<file path="config.mk">
export PLATFORM = sky130hd
export DESIGN_NAME = addsub_accumulator
export DESIGN_NICKNAME = d
export VERILOG_FILES = /design/src/rtl/addsub_accumulator_pkg.sv /design/src/rtl/addsub_core.sv /design/src/rtl/addsub_accumulator.sv
export SDC_FILE = /design/constraint.sdc
export NUM_CORES = 1
export LEC_CHECK = 0
export BUFFER_PORTS_ARGS = -buffer_cell sky130_fd_sc_hd__buf_4
export CAP_MARGIN = 30
export CORE_ASPECT_RATIO = 1.2
export CORE_UTILIZATION = 45
export DETAILED_ROUTE_END_ITERATION = 10
export HOLD_SLACK_MARGIN = 0.02
export PLACE_DENSITY = 0.73
export SYNTH_ARGS = -nofsm -noshare
export SYNTH_HDL_FRONTEND = slang
export SYNTH_SLANG_ARGS = --single-unit
</file>
<file path="constraint.sdc">
create_clock -name clk -period 7.97 [get_ports clk]
set_clock_uncertainty 0.1 [all_clocks]
set_input_delay 0.797 -clock clk [delete_from_list [all_inputs] [get_ports clk]]
set_output_delay 0.797 -clock clk [all_outputs]
set_load 0.02 [all_outputs]
</file>
<file path="src/rtl/addsub_accumulator_pkg.sv">
// addsub_accumulator_pkg: op and FSM state encodings shared by the accumulator
package addsub_accumulator_pkg;
  localparam logic [1:0] OP_CLR  = 2'b00;
  localparam logic [1:0] OP_LOAD = 2'b01;
  localparam logic [1:0] OP_ADD  = 2'b10;
  localparam logic [1:0] OP_SUB  = 2'b11;
  typedef enum logic [1:0] {ST_IDLE, ST_EXEC, ST_HOLD} state_t;
endpackage

</file>
<file path="src/rtl/addsub_core.sv">
// addsub_core: ripple-carry adder-subtractor, subtract as a + ~b + 1
module addsub_core #(
  parameter int W = 8
) (
  input  logic [W-1:0] a,
  input  logic [W-1:0] b,
  input  logic         sub,
  output logic [W-1:0] sum,
  output logic         carry_out,
  output logic         ovf
);
  logic [W:0]   c;
  logic [W-1:0] bx;
  assign bx   = b ^ {W{sub}};
  assign c[0] = sub;
  for (genvar i = 0; i < W; i++) begin : g_fa
    assign sum[i]   = a[i] ^ bx[i] ^ c[i];
    assign c[i+1]   = (a[i] & bx[i]) | (c[i] & (a[i] ^ bx[i]));
  end
  assign carry_out = c[W];
  assign ovf       = (a[W-1] == bx[W-1]) && (sum[W-1] != a[W-1]);
endmodule

</file>
<file path="src/rtl/addsub_accumulator.sv">
// addsub_accumulator: handshaked accumulator stage around addsub_core
module addsub_accumulator #(
  parameter int W     = 8,
  parameter int CNT_W = 8
) (
  input  logic             clk,
  input  logic             rst_b,
  input  logic             in_valid,
  output logic             in_ready,
  input  logic [1:0]       op,
  input  logic [W-1:0]     operand,
  output logic             res_valid,
  input  logic             res_ready,
  output logic [W-1:0]     acc,
  output logic             carry,
  output logic             ovf,
  output logic [CNT_W-1:0] op_cnt
);
  import addsub_accumulator_pkg::*;
  state_t           state_q, state_d;
  logic [1:0]       op_q, op_d;
  logic [W-1:0]     operand_q, operand_d;
  logic [W-1:0]     acc_q, acc_d;
  logic             carry_q, carry_d;
  logic             ovf_q, ovf_d;
  logic [CNT_W-1:0] cnt_q, cnt_d;
  logic [W-1:0]     sum;
  logic             core_carry, core_ovf;
  addsub_core #(.W(W)) u_core (
    .a        (acc_q),
    .b        (operand_q),
    .sub      (op_q == OP_SUB),
    .sum      (sum),
    .carry_out(core_carry),
    .ovf      (core_ovf)
  );
  assign in_ready  = state_q == ST_IDLE;
  assign res_valid = state_q == ST_HOLD;
  assign acc       = acc_q;
  assign carry     = carry_q;
  assign ovf       = ovf_q;
  assign op_cnt    = cnt_q;
  // next state: latch op in IDLE, apply it in EXEC, count the handoff out of HOLD
  always_comb begin
    state_d   = state_q;
    op_d      = op_q;
    operand_d = operand_q;
    acc_d     = acc_q;
    carry_d   = carry_q;
    ovf_d     = ovf_q;
    cnt_d     = cnt_q;
    case (state_q)
      ST_IDLE: if (in_valid) begin
        state_d   = ST_EXEC;
        op_d      = op;
        operand_d = operand;
      end
      ST_EXEC: begin
        state_d = ST_HOLD;
        acc_d   = op_q == OP_CLR ? '0 : op_q == OP_LOAD ? operand_q : sum;
        carry_d = op_q[1] & core_carry;
        ovf_d   = op_q[1] & core_ovf;
      end
      ST_HOLD: if (res_ready) begin
        state_d = ST_IDLE;
        cnt_d   = cnt_q + CNT_W'(1);
      end
      default: state_d = ST_IDLE;
    endcase
  end
  // state registers with synchronous active-low reset
  always_ff @(posedge clk) begin
    if (!rst_b) begin
      state_q   <= ST_IDLE;
      op_q      <= OP_CLR;
      operand_q <= '0;
      acc_q     <= '0;
      carry_q   <= 1'b0;
      ovf_q     <= 1'b0;
      cnt_q     <= '0;
    end else begin
      state_q   <= state_d;
      op_q      <= op_d;
      operand_q <= operand_d;
      acc_q     <= acc_d;
      carry_q   <= carry_d;
      ovf_q     <= ovf_d;
      cnt_q     <= cnt_d;
    end
  end
endmodule

</file>
; Word level (Yosys, flattened, before mapping)
; Index checks and enable logic that the tools add are counted.
[word_totals]
reg_bits = 30
latchBits = 0
ramBits = 0
mem_bits_ro = 0
input_bits = 14
out_inout_bits = 20
word_cells = 70
n_memories = 0
[op_classes]
add_sub_neg = 1
n_mul = 0
div_mod_pow = 0
order_cmp = 0
n_eq_ne = 8
n_shift = 0
muxes = 5
bitwise = 43
n_reduce_logical = 6
[ops]
columns = cell, count
row1 = $and A1 B1 Y1, 18
row2 = $mux W8, 2
row3 = $xor A1 B1 Y1, 16
row4 = $add A8 B1 Y8 const B, 1
row5 = $or A1 B1 Y1, 8
row6 = $xor A8 B8 Y8, 1
row7 = $pmux W2 S3, 1
row8 = $reduce_and A2 Y1, 3
row9 = $eq A2 B1 Y1 const B, 2
row10 = $eq A2 B2 Y1 const B, 2
row11 = $logic_not A2 Y1, 2
row12 = $mux W2, 2
row13 = $ne A2 B1 Y1 const B, 1
row14 = $ne A2 B2 Y1 const B, 1
row15 = $eq A1 B1 Y1, 1
row16 = $logic_and A1 B1 Y1, 1
row17 = $ne A1 B1 Y1, 1

; Logic depth before layout (Yosys ltp)
; Gate-level depths: netlist of run 1.
[depth]
word_depth = 21
depth_mapped = 16
mapped_depth_nobuf = 15

; Hierarchy
; Synthesis of run 1 repeated with hierarchy kept, for this count alone.
[hier_totals]
cells_unflattened = 168
area_unflattened_um2 = 1549.0
[modules_own_cells]
columns = module, n_inst, cells_per_inst, area_per_inst_um2, seq_area_each_um2
row1 = addsub_accumulator, 1, 136, 1246.2, 600.6
row2 = addsub_core, 1, 32, 302.8, 0.0

; Worst setup path before layout of run 1
; OpenSTA, ideal clock, no wires.
[synth_timing]
kind = register to register
from = register op_q[0]
to = register acc_q[7], in the netlist acc[7]
setup_ps = 86
arrival_time_ps = 3959
t_required_ps = 7784
slack_ps = 3825
stages_incl_launch_ff = 16
path_buffers = 1
period_less_slack_ps = 4145
path_cell_list = dfxtp_1 -> buf_2 -> nand2_1 -> xnor2_1 -> fa_1 -> fa_1 -> fa_1 -> fa_1 -> inv_1 -> fa_1 -> inv_1 -> fa_1 -> inv_1 -> fa_1 -> mux2_2 -> a211oi_1
[synth_via]
elab_chain_cells = 20
elab_cells_between_ends = 36
classes_between = eq/ne: 2 / mux: 2 / bitwise: 31 / reduce/logical: 1
[synth_rtl]
columns = element, line_no
row1 = from (decl), addsub_accumulator.sv:21  ; logic [1:0] op_q, op_d;
row2 = from (signal assigned), addsub_accumulator.sv:83  ; op_q <= op_d;
row3 = $eq A2 B2 Y1, addsub_accumulator.sv:32  ; .sub (op_q == OP_SUB),
row4 = $xor A8 B8 Y8, addsub_core.sv:14  ; assign bx = b ^ {W{sub}};
row5 = $xor A1 B1 Y1, addsub_core.sv:18  ; assign c[i+1] = (a[i] & bx[i]) | (c[i] & (a[i] ^ bx[i]));
row6 = $and A1 B1 Y1, addsub_core.sv:18
row7 = $or A1 B1 Y1, addsub_core.sv:18
row8 = $and A1 B1 Y1, addsub_core.sv:18
row9 = $or A1 B1 Y1, addsub_core.sv:18
row10 = $and A1 B1 Y1, addsub_core.sv:18
row11 = (+4 left out), --
row12 = $or A1 B1 Y1, addsub_core.sv:18
row13 = $and A1 B1 Y1, addsub_core.sv:18
row14 = $or A1 B1 Y1, addsub_core.sv:18
row15 = $and A1 B1 Y1, addsub_core.sv:18
row16 = $or A1 B1 Y1, addsub_core.sv:18
row17 = $xor A1 B1 Y1, addsub_core.sv:17  ; assign sum[i] = a[i] ^ bx[i] ^ c[i];
row18 = $mux W8, addsub_accumulator.sv:60  ; acc_d = op_q == OP_CLR ? '0 : op_q == OP_LOAD ? operand_q : sum;
row19 = $mux W8 (*), addsub_accumulator.sv:60
row20 = to (signal assigned), addsub_accumulator.sv:77  ; acc_q <= '0;
row21 = to (signal assigned), addsub_accumulator.sv:85  ; acc_q <= acc_d;
row22 = to (decl), addsub_accumulator.sv:23  ; logic [W-1:0] acc_q, acc_d;
; Mark *: on every way between the ends. The rest lies on a longest branch, timed or not.
; A chain may end at the register's enable or synchronous reset.

; Worst setup path after layout of run 1
[layout_timing]
from = register op_q[1]
to = register acc_q[7], in the netlist acc[7]
; The elaborated chain is that of the path after synthesis.

==> flow_summary.json, run 1 <==
{
  "cts_tree": "yes",
  "grt_pass1_vias": 1179,
  "overflow": 0,
  "cts_buffers": 5,
  "antenna_left": 0,
  "antenna_cells": 0,
  "synthToLayoutAreaGrowth_pct": 20.05,
  "syn_nets": 187,
  "fmax_mhz": 213.5,
  "coreArea_sq_um": 3166,
  "cts_resized": 0,
  "maxSlewHeadroom_pct": 45.08,
  "die_area_sq_um": 3679,
  "place.gp.congestion": 0.8030,
  "postCtsSetupRepairBufs": 0,
  "stdcell_count": 231,
  "final_common_cell": "buf_4",
  "hold_buffers": 0,
  "track_usage_pct": 18.80,
  "grt_max_degree": 29,
  "ir_drop_mv": 0.1532,
  "final.setup.tns_ps": 0,
  "grt_pass1_wl_um": 5313,
  "syn_area_sq_um": 1548,
  "detail_route.wl_per_cell_um": 13.18,
  "synth_area_per_cell_sq_um": 9.437,
  "io_pins": 34,
  "ys_seq_area_share_pct": 38.80,
  "first_pass_iters": 4,
  "clkTransAtPathRegs_ps": 80,
  "rsz0062_at_grt": "false",
  "via_per_inst": 5.299,
  "drc_errors": 0,
  "drive_above_1_share_pct": 23.08,
  "p_leak_nw": 0.7798,
  "min_period_ps": 4684,
  "start_util_pct": 48.89,
  "routed_wl_um": 3045,
  "port_buffers": 33,
  "clkLatencyLatePin_ps": 320,
  "critPathLaunchType": "flip-flop",
  "p_per_area_nw_per_um2": 163.8,
  "fin_crit_sh_pct": 58.77,
  "drt_iter0_drc": 30,
  "htree_levels": 2,
  "power_w": 0.0003044,
  "crit_path_max_fanout": 18,
  "synthCells": 164,
  "root_buffer": "clkbuf_4",
  "dieHeight_um": 66.25,
  "placementRows": 22,
  "clock_sinks": 30,
  "nets": 219,
  "final_cell_mix": "buf_4, dfxtp_1, nor2_1",
  "worst_pin_slew_ps": 822.1,
  "die_x_um": 55.54,
  "hold_viol": 0,
  "hold_path_class": "flip-flop to flip-flop",
  "slew_viol_final": 0,
  "finalSetupViolations": 0,
  "arrival_ps": 4820,
  "critPathCaptureType": "flip-flop",
  "hpwl_um": 2251,
  "via_count": 1224,
  "antenna_found_initial": 0,
  "hold_ws_ps": 359.6,
  "required_ps": 8110,
  "clk_path_buf_depth": 2,
  "status": "completed",
  "critPathKind": "flip-flop to flip-flop",
  "max_cap_violations": 0,
  "synth_seq_cells": 30,
  "ys_types": 35,
  "ys_warn_count": 0,
  "dp_cells": 225
}
==> through the flow <==
stage | worst slack [ps] | instance area [sq um] | utilization (%)
2_1_floorplan | 3825 | 1548 | -
3_3_place_gp | 3424 | 1795 | 56.72
3_5_place_dp | 3272 | 1807 | 57.08
4_1_cts | 3277 | 1858 | 58.70
5_1_grt | 2931 | 1858 | 58.70
6_report | 3286 | 1858 | 58.70
==> cells in the mapped netlist, drive strengths merged <==
master / number / area share (%)
a21oi: 7 / 2.3
nor3b: 1 / 0.81
or3: 2 / 0.81
ha: 2 / 1.6
nor4bb: 1 / 0.65
nor3: 5 / 1.6
o21ai: 4 / 1.3
fa: 7 / 9.1
nor2: 21 / 5.1
o31ai: 2 / 0.97
a221oi: 5 / 2.8
a31oi: 1 / 0.40
mux2: 2 / 1.5
nand2b: 3 / 1.2
inv: 9 / 2.2
nand4b: 3 / 1.7
and2: 1 / 0.40
nand4: 1 / 0.40
clkbuf: 1 / 0.24
mux2i: 12 / 7.8
xor2: 2 / 1.1
nand3b: 2 / 1.8
dfxtp: 30 / 39
nand2: 10 / 2.4
buf: 8 / 2.7
nor2b: 8 / 3.2
a211oi: 2 / 0.97
nand3: 1 / 0.32
or4: 2 / 0.97
xnor2: 8 / 4.5
nor4: 1 / 0.40
==> final cells by class <==
cell class / count / area (sq um)
multi-input combinational: 116 / 868.3
tap: 36 / 45.04
fill: 267 / 1308
clock buffer: 6 / 51.30
sequential: 30 / 600.6
timing repair buffer: 34 / 259.0
inverter: 9 / 33.78
==> worst paths after layout <==
path / from / cells after the start / slack, ps / endpoint
setup / recovery: op_q[1] / 14 / 3290 / acc[7]
hold / removal: ovf / 2 / 360 / ovf
setup reg to reg: op_q[1] / 14 / 3290 / acc[7]
hold reg to reg: ovf / 2 / 360 / ovf
==> flip-flops by register name, indices dropped and copies added, names as in the netlist <==
name and count:
state_q 2, carry 1, op_cnt 8, ovf 1, operand_q 8, op_q 2
acc 8
==> critical path, stage by stage (launching register included) <==
cell and delay [ps]:
dfxtp_1 670, nand2_1 390, xnor2_1 250, fa_1 420, fa_1 380, fa_1 380
fa_1 380, inv_1 80, fa_1 160, inv_1 50, fa_1 350, inv_1 70
fa_1 440, mux2_2 280, a211oi_1 210
==> metal layers <==
layer	GRT usage, %	vias up	share of wire, %
li1	-	621	-
met1	23.66	567	48
met2	29.22	31	46
met3	5.479	5	4.7
met4	9.688	0	1.7
met5	0	-	0
==> report_power, final <==
part / internal [W] / switching [W]
logic: 0.0000255 / 0.0000249
registers: 0.000157 / 0.0000101
clock network: 0.0000397 / 0.0000474
==> cell families (layout without fill, tap and decap cells) <==
logic type      count (synthesis)  count (layout)  share of synthesized area [%]
simple gates                   62              62                          21.83
flops                          30              30                          38.80
compound gates                 21              21                          8.730
buf+inv                        18              49                          5.092
mux                            14              14                          9.216
xor+xnor                       10              10                          5.659
fa+ha+maj                       9               9                          10.67
No activity file was read; power rests on OpenSTA's default activity.
==> inputs of run 2 (changes only) <==
ABC_AREA = 1   (was not set)
PLACE_DENSITY = 0.76   (was 0.73)
clock period = 4.1 ns   (was 7.97 ns; I/O delays follow)
==> run 2 against run 1 <==
  * Clock power grew 110%
  * Hold slack lost 140 ps
  * Non-clock buffer count is the same
  * Via count grew 6.9%
  * Design area shrank 2.8%
  * Register-to-register slack lost 3000 ps
  * Power grew 100%
==> flow_summary.json, run 2 <==
{
  "status": "completed",
  "r2r-end": "ovf",
  "max_cap_violations": 0,
  "synth_area_leaders": "dfxtp_1, fa_1, o21ai_0",
  "power_w": 0.0006233,
  "crit_start": "op_q[0]",
  "overflow": 0,
  "final_cell_mix": "buf_4, nor2_1, dfxtp_1",
  "antenna_cells": 0,
  "rsz0062_at_grt": "false",
  "hpwl_um": 2221,
  "fin_crit_sh_pct": 94.10,
  "holdPathEnd": "operand_q[2]",
  "grt_pass1_wl_um": 5257,
  "worst_r2r_path_depth": 16,
  "finalSetupViolations": 0,
  "coreArea_sq_um": 3083,
  "routed_wl_um": 3081,
  "min_period_ps": 3858,
  "min-delay-start": "operand[2]",
  "clock_sinks": 30,
  "postCtsSetupRepairBufs": 0,
  "drive_above_1_share_pct": 20.98,
  "root_buffer": "clkbuf_4",
  "slew_viol_final": 0,
  "placementRows": 22,
  "htree_levels": 2,
  "hold_buffers": 0,
  "ys_seq_area_share_pct": 41.03,
  "synth_seq_cells": 30,
  "synth_edf_count": 0,
  "maxSlewHeadroom_pct": 65.04,
  "syn_nets": 210,
  "syn_area_sq_um": 1464,
  "first_pass_iters": 4,
  "critPathKind": "flip-flop to flip-flop",
  "nets": 246,
  "synth_top_cells_by_count": "dfxtp_1, nor2_1, nand2_1, o21ai_0, a21oi_1",
  "synth_top_cell_area_share_pct": 41.03,
  "grt_pass1_vias": 1300,
  "cts_tree": "yes",
  "async_flop_share_pct": 0,
  "drt_iter0_drc": 24,
  "grt_max_degree": 26,
  "place.gp.congestion": 0.7983,
  "clkTransAtPathRegs_ps": 100,
  "fin_ws_ps": 241.9,
  "detailedPlace.worstSlack_ps": 211.3,
  "drc_errors": 0,
  "final_common_cell": "buf_4",
  "ys_types": 19,
  "critPathCaptureType": "flip-flop",
  "required_ps": 4200,
  "die_area_sq_um": 3486,
  "clk_path_buf_depth": 2,
  "holdPathStages": 3,
  "final.setup.tns_ps": 0,
  "port_buffers": 33,
  "start_util_pct": 47.48,
  "r2r_setup_slack_ps": 240,
  "ir_drop_mv": 0.2596,
  "hold_path_class": "input pin to flip-flop",
  "fin_util_pct": 58.60,
  "yosysTopAreaCell": "dfxtp_1",
  "p_leak_nw": 0.8236,
  "antenna_left": 0,
  "p_per_area_nw_per_um2": 345.0,
  "io_pins": 34,
  "yosys_most_used_dff": "dfxtp_1",
  "dieHeight_um": 64.48,
  "cts_resized": 0,
  "hold_viol": 0,
  "synthCells": 187,
  "synthToLayoutAreaGrowth_pct": 23.42,
  "track_usage_pct": 20.89,
  "detail_route.wl_per_cell_um": 11.85,
  "cts_buffers": 5,
  "r2r_start": "op_q[0]",
  "via_per_inst": 5.031,
  "antenna_found_initial": 0,
  "die_x_um": 54.07,
  "hold_ws_ps": 217.3,
  "worst_pin_slew_ps": 523.8,
  "ys_warn_count": 0,
  "via_count": 1308,
  "fmax_mhz": 259.2,
  "crit_path_max_fanout": 8,
  "synth_area_per_cell_sq_um": 7.828,
  "clkLatencyLatePin_ps": 340,
  "arrival_ps": 3960,
  "critPathLaunchType": "flip-flop"
}
[run 2: cell count changes after synthesis, sizes merged, moves of 5 or more]
cell | before | now
a221oi | 5 | 0
a21oi | 7 | 22
nor2b | 8 | 0
inv | 9 | 20
nor2 | 21 | 34
nand2 | 10 | 24
buf | 8 | 3
o21ai | 4 | 23
mux2i | 12 | 0
nand3 | 1 | 7
[run 2: logic make-up (layout without fill, tap and decap cells)]
family	after synthesis	count (layout)	synth area share, %
xor gates and xnor gates	9	9	5.384
AOI/OAI and AO/OA	47	47	16.50
and+or+nand+nor	67	67	19.15
DFF	30	30	41.03
adders and majority gates	9	9	11.28
buffers and inverters	25	62	6.666
[run 2: cell type report]
class                   count  area, sq um
clock buffers               7        55.05
clock inverters             1        5.005
fillers                   298         1276
inverters                  20        75.07
multi-input cells         132        770.7
flip-flops and latches     30        600.6
well taps                  36        45.04
repair buffers             34        255.2
[run 2: through the flow]
step | area [sq um] | instances
final | 1807 | 260
after global placement | 1742 | 252
after detailed placement | 1742 | 252
after floorplan | 1464 | 187
after CTS | 1802 | 260
after global routing | 1807 | 260
[run 2: worst max path at each step]
stage	to	cells past startpoint	slack, ps
2_1_floorplan	ovf	17	250
3_3_place_gp	ovf	16	320
3_5_place_dp	ovf	16	210
4_1_cts	ovf	16	190
5_1_grt	ovf	16	20
6_report	ovf	16	240
[run 2: worst max-delay path: stages (launching register included)]
cell and delay (ps):
dfxtp_1 390, nand2_4 120, xnor2_1 160, fa_1 410, fa_1 380, fa_1 390
fa_1 370, inv_1 70, fa_1 150, inv_1 50, fa_1 360, inv_1 80
fa_1 420, inv_1 90, nand2_1 50, nand3_1 80, a21oi_1 60
[run 2: power by group]
group	leakage, nW	total [W]	switching, W	internal, W
combinational	0.543	0.000113	0.0000663	0.0000468
clock	0.0353	0.000185	0.000102	0.0000830
sequential	0.246	0.000326	0.0000170	0.000309
[run 2: per-layer routing]
layer / up-vias / share of wire [%] / GRT usage (%) / wire (um)
met2: 29 / 49 / 33.64 / 1518
met5: - / 0 / 0 / 0
li1: 675 / - / - / -
met3: 3 / 4.2 / 7.277 / 129
met1: 601 / 45 / 24.11 / 1401
met4: 0 / 1.0 / 9.615 / 32
==> inputs of run 3 (changes only) <==
CORE_UTILIZATION = 48   (was 45)
GPL_ROUTABILITY_DRIVEN = 0   (was not set)
PLACE_DENSITY = 0.79   (was 0.76)
SYNTH_HIERARCHICAL = 1   (was not set)
==> run 3 against run 2 <==
  * Count of clock-buffer cells in the layout unchanged
  * Sequential share of layout area decreased by 1.8 points
  * Die area rose by 2.2%
  * Routed wire length is 4.0% higher
  * Synthesized cell count rose by 12%
  * Critical path type unchanged
  * First-iteration DRC count rose by 54%
==> flow_summary.json, run 3 <==
{
  "p_leak_nw": 0.8898,
  "crit_path_max_fanout": 4,
  "dieHeight_um": 65.20,
  "grt_max_degree": 25,
  "clkLatencyLatePin_ps": 330,
  "hpwl_um": 2280,
  "fmax_mhz": 258.8,
  "grt_pass1_wl_um": 5375,
  "start_util_pct": 51.37,
  "synth_most_common_cell": "nand2_1",
  "yosys_most_used_dff": "dfxtp_1",
  "yosysTopAreaCell": "dfxtp_1",
  "critPathKind": "flip-flop to flip-flop",
  "cts_tree": "yes",
  "htree_levels": 2,
  "min_period_ps": 3864,
  "io_pins": 34,
  "antenna_found_initial": 0,
  "finalSetupViolations": 0,
  "holdPathStages": 3,
  "antenna_left": 0,
  "final_common_cell": "nand2_1",
  "crit_buf_inv": 4,
  "antenna_cells": 0,
  "synth_area_leaders": "dfxtp_1, nand2_1, fa_1",
  "track_usage_pct": 21.29,
  "grt_pass1_vias": 1280,
  "final_cell_mix": "nand2_1, buf_4, nor2_1",
  "overflow": 0,
  "synth_top_cells_by_count": "nand2_1, nor2_1, dfxtp_1, inv_1, a21oi_1",
  "status": "completed",
  "hold_viol": 0,
  "fin_util_pct": 61.50,
  "clk_path_buf_depth": 2,
  "synth_seq_cells": 30,
  "ir_drop_mv": 0.2167,
  "via_count": 1375,
  "hold_path_class": "input pin to flip-flop",
  "max_cap_violations": 0,
  "max_stage_delay_ps": 450,
  "final.setup.tns_ps": 0,
  "syn_nets": 232,
  "drive_above_1_share_pct": 24.90,
  "fin_crit_sh_pct": 94.24,
  "r2r_setup_slack_ps": 240,
  "slew_viol_final": 0,
  "drc_errors": 0,
  "ys_warn_count": 6,
  "rsz0062_at_grt": "false",
  "cts_buffers": 5,
  "holdPathEnd": "operand_q[2]",
  "maxSlewHeadroom_pct": 57.55,
  "r2r-end": "ovf",
  "nFillCells": 309,
  "port_buffers": 33,
  "routed_wl_um": 3204,
  "synthToLayoutAreaGrowth_pct": 19.73,
  "critPathSlowestCell": "fa_1",
  "first_pass_iters": 4,
  "critPathCaptureType": "flip-flop",
  "ys_types": 24,
  "clkTransAtPathRegs_ps": 90,
  "root_buffer": "clkbuf_4",
  "die_area_sq_um": 3564,
  "synth_area_per_cell_sq_um": 7.645,
  "drt_iter0_drc": 37,
  "synth_edf_count": 0,
  "r2r_start": "op_q[0]",
  "min-delay-start": "operand[2]",
  "cpMostUsedCell": "fa_1",
  "via_per_inst": 4.893,
  "p_per_area_nw_per_um2": 322.0,
  "worst_pin_slew_ps": 634.4,
  "arrival_ps": 4030,
  "synthCells": 209,
  "ys_seq_area_share_pct": 37.59,
  "required_ps": 4270,
  "detail_route.wl_per_cell_um": 11.40,
  "clock_sinks": 30,
  "syn_area_sq_um": 1598,
  "coreArea_sq_um": 3110,
  "critPathTopFamily": "adder cells",
  "path_cells": "nand2_1 > inv_2 > inv_2 > o21ai_2 > fa_1 > inv_1 > fa_1 > fa_2 > fa_1 > fa_2 > fa_1 > inv_1 > fa_1 > nand2_1 > nand2_1 > nor2_1 > nand3_1 > a21oi_2",
  "async_flop_share_pct": 0,
  "critPathLaunchType": "flip-flop",
  "placementRows": 22,
  "die_x_um": 54.67,
  "worst_r2r_path_depth": 18,
  "synth_top_cell_area_share_pct": 37.59,
  "nets": 268
}
==> run 3: per-layer routing <==
metal	vias to the layer above	global-route usage [%]	part of all wire [%]
met5	-	0	0
met4	0	8.654	1.7
met3	7	6.713	5.1
met2	28	34.94	49
met1	617	24.67	44
li1	723	-	-
==> run 3: where the power goes <==
group | internal [W] | total [W] | switching (W) | leakage [nW]
registers | 0.000308 | 0.000324 | 0.0000161 | 0.246
clock network | 0.0000645 | 0.000162 | 0.0000976 | 0.0254
logic | 0.0000545 | 0.000130 | 0.0000755 | 0.619
==> run 3: layout make-up <==
cell class,count,area [sq um],area share [%]
Tap cell,36,45.04,2.354
Multi-Input combinational cell,143,843.3,44.08
Clock buffer,7,45.04,2.354
Timing Repair Buffer,36,270.3,14.13
Inverter,29,108.9,5.690
Sequential cell,30,600.6,31.39
==> run 3: what timing repair did <==
item                       CTS  global route
gates resized for setup      0             4
hold buffers                 0             0
setup endpoints to repair    0             1
setup buffers                0             1
==> run 3: metrics by stage <==
step | hold slack [ps] | power, W | setup slack [ps] | cell area, sq um | instances
2_1_floorplan | 345.0 | 0.0004183 | 76.01 | 1599 | 209
3_3_place_gp | 357.1 | 0.0004537 | 305.1 | 1852 | 273
4_1_cts | 201.0 | 0.0006175 | 160.6 | 1897 | 280
5_1_grt | 217.8 | 0.0006522 | 1.006 | 1913 | 281
3_5_place_dp | 358.1 | 0.0004570 | 191.0 | 1852 | 273
6_report | 204.0 | 0.0006161 | 236.3 | 1913 | 281
==> run 3: worst min-delay path: stages <==
cell and delay, ps:
buf_4 80, o21ai_2 50, nor2_1 70
==> run 3: cells by family after synthesis <==
kind of cell | synth area share, %
and+or+nand+nor | 22.87
xor gates and xnor gates | 3.837
AOI/OAI and AO/OA | 15.19
adders and majority gates | 10.34
buffers and inverters | 10.18
DFF | 37.59
==> run 3: how the worst max path moves through the flow <==
| stage | endpoint | cells past startpoint | startpoint |
|---|---|---|---|
| final | ovf | 18 | op_q[0] |
| after CTS | ovf | 18 | op_q[0] |
| after global placement | ovf | 18 | op_q[1] |
| after global routing | ovf | 19 | op_q[0] |
| after detailed placement | ovf | 18 | op_q[0] |
| after floorplan | ovf | 20 | op_q[1] |
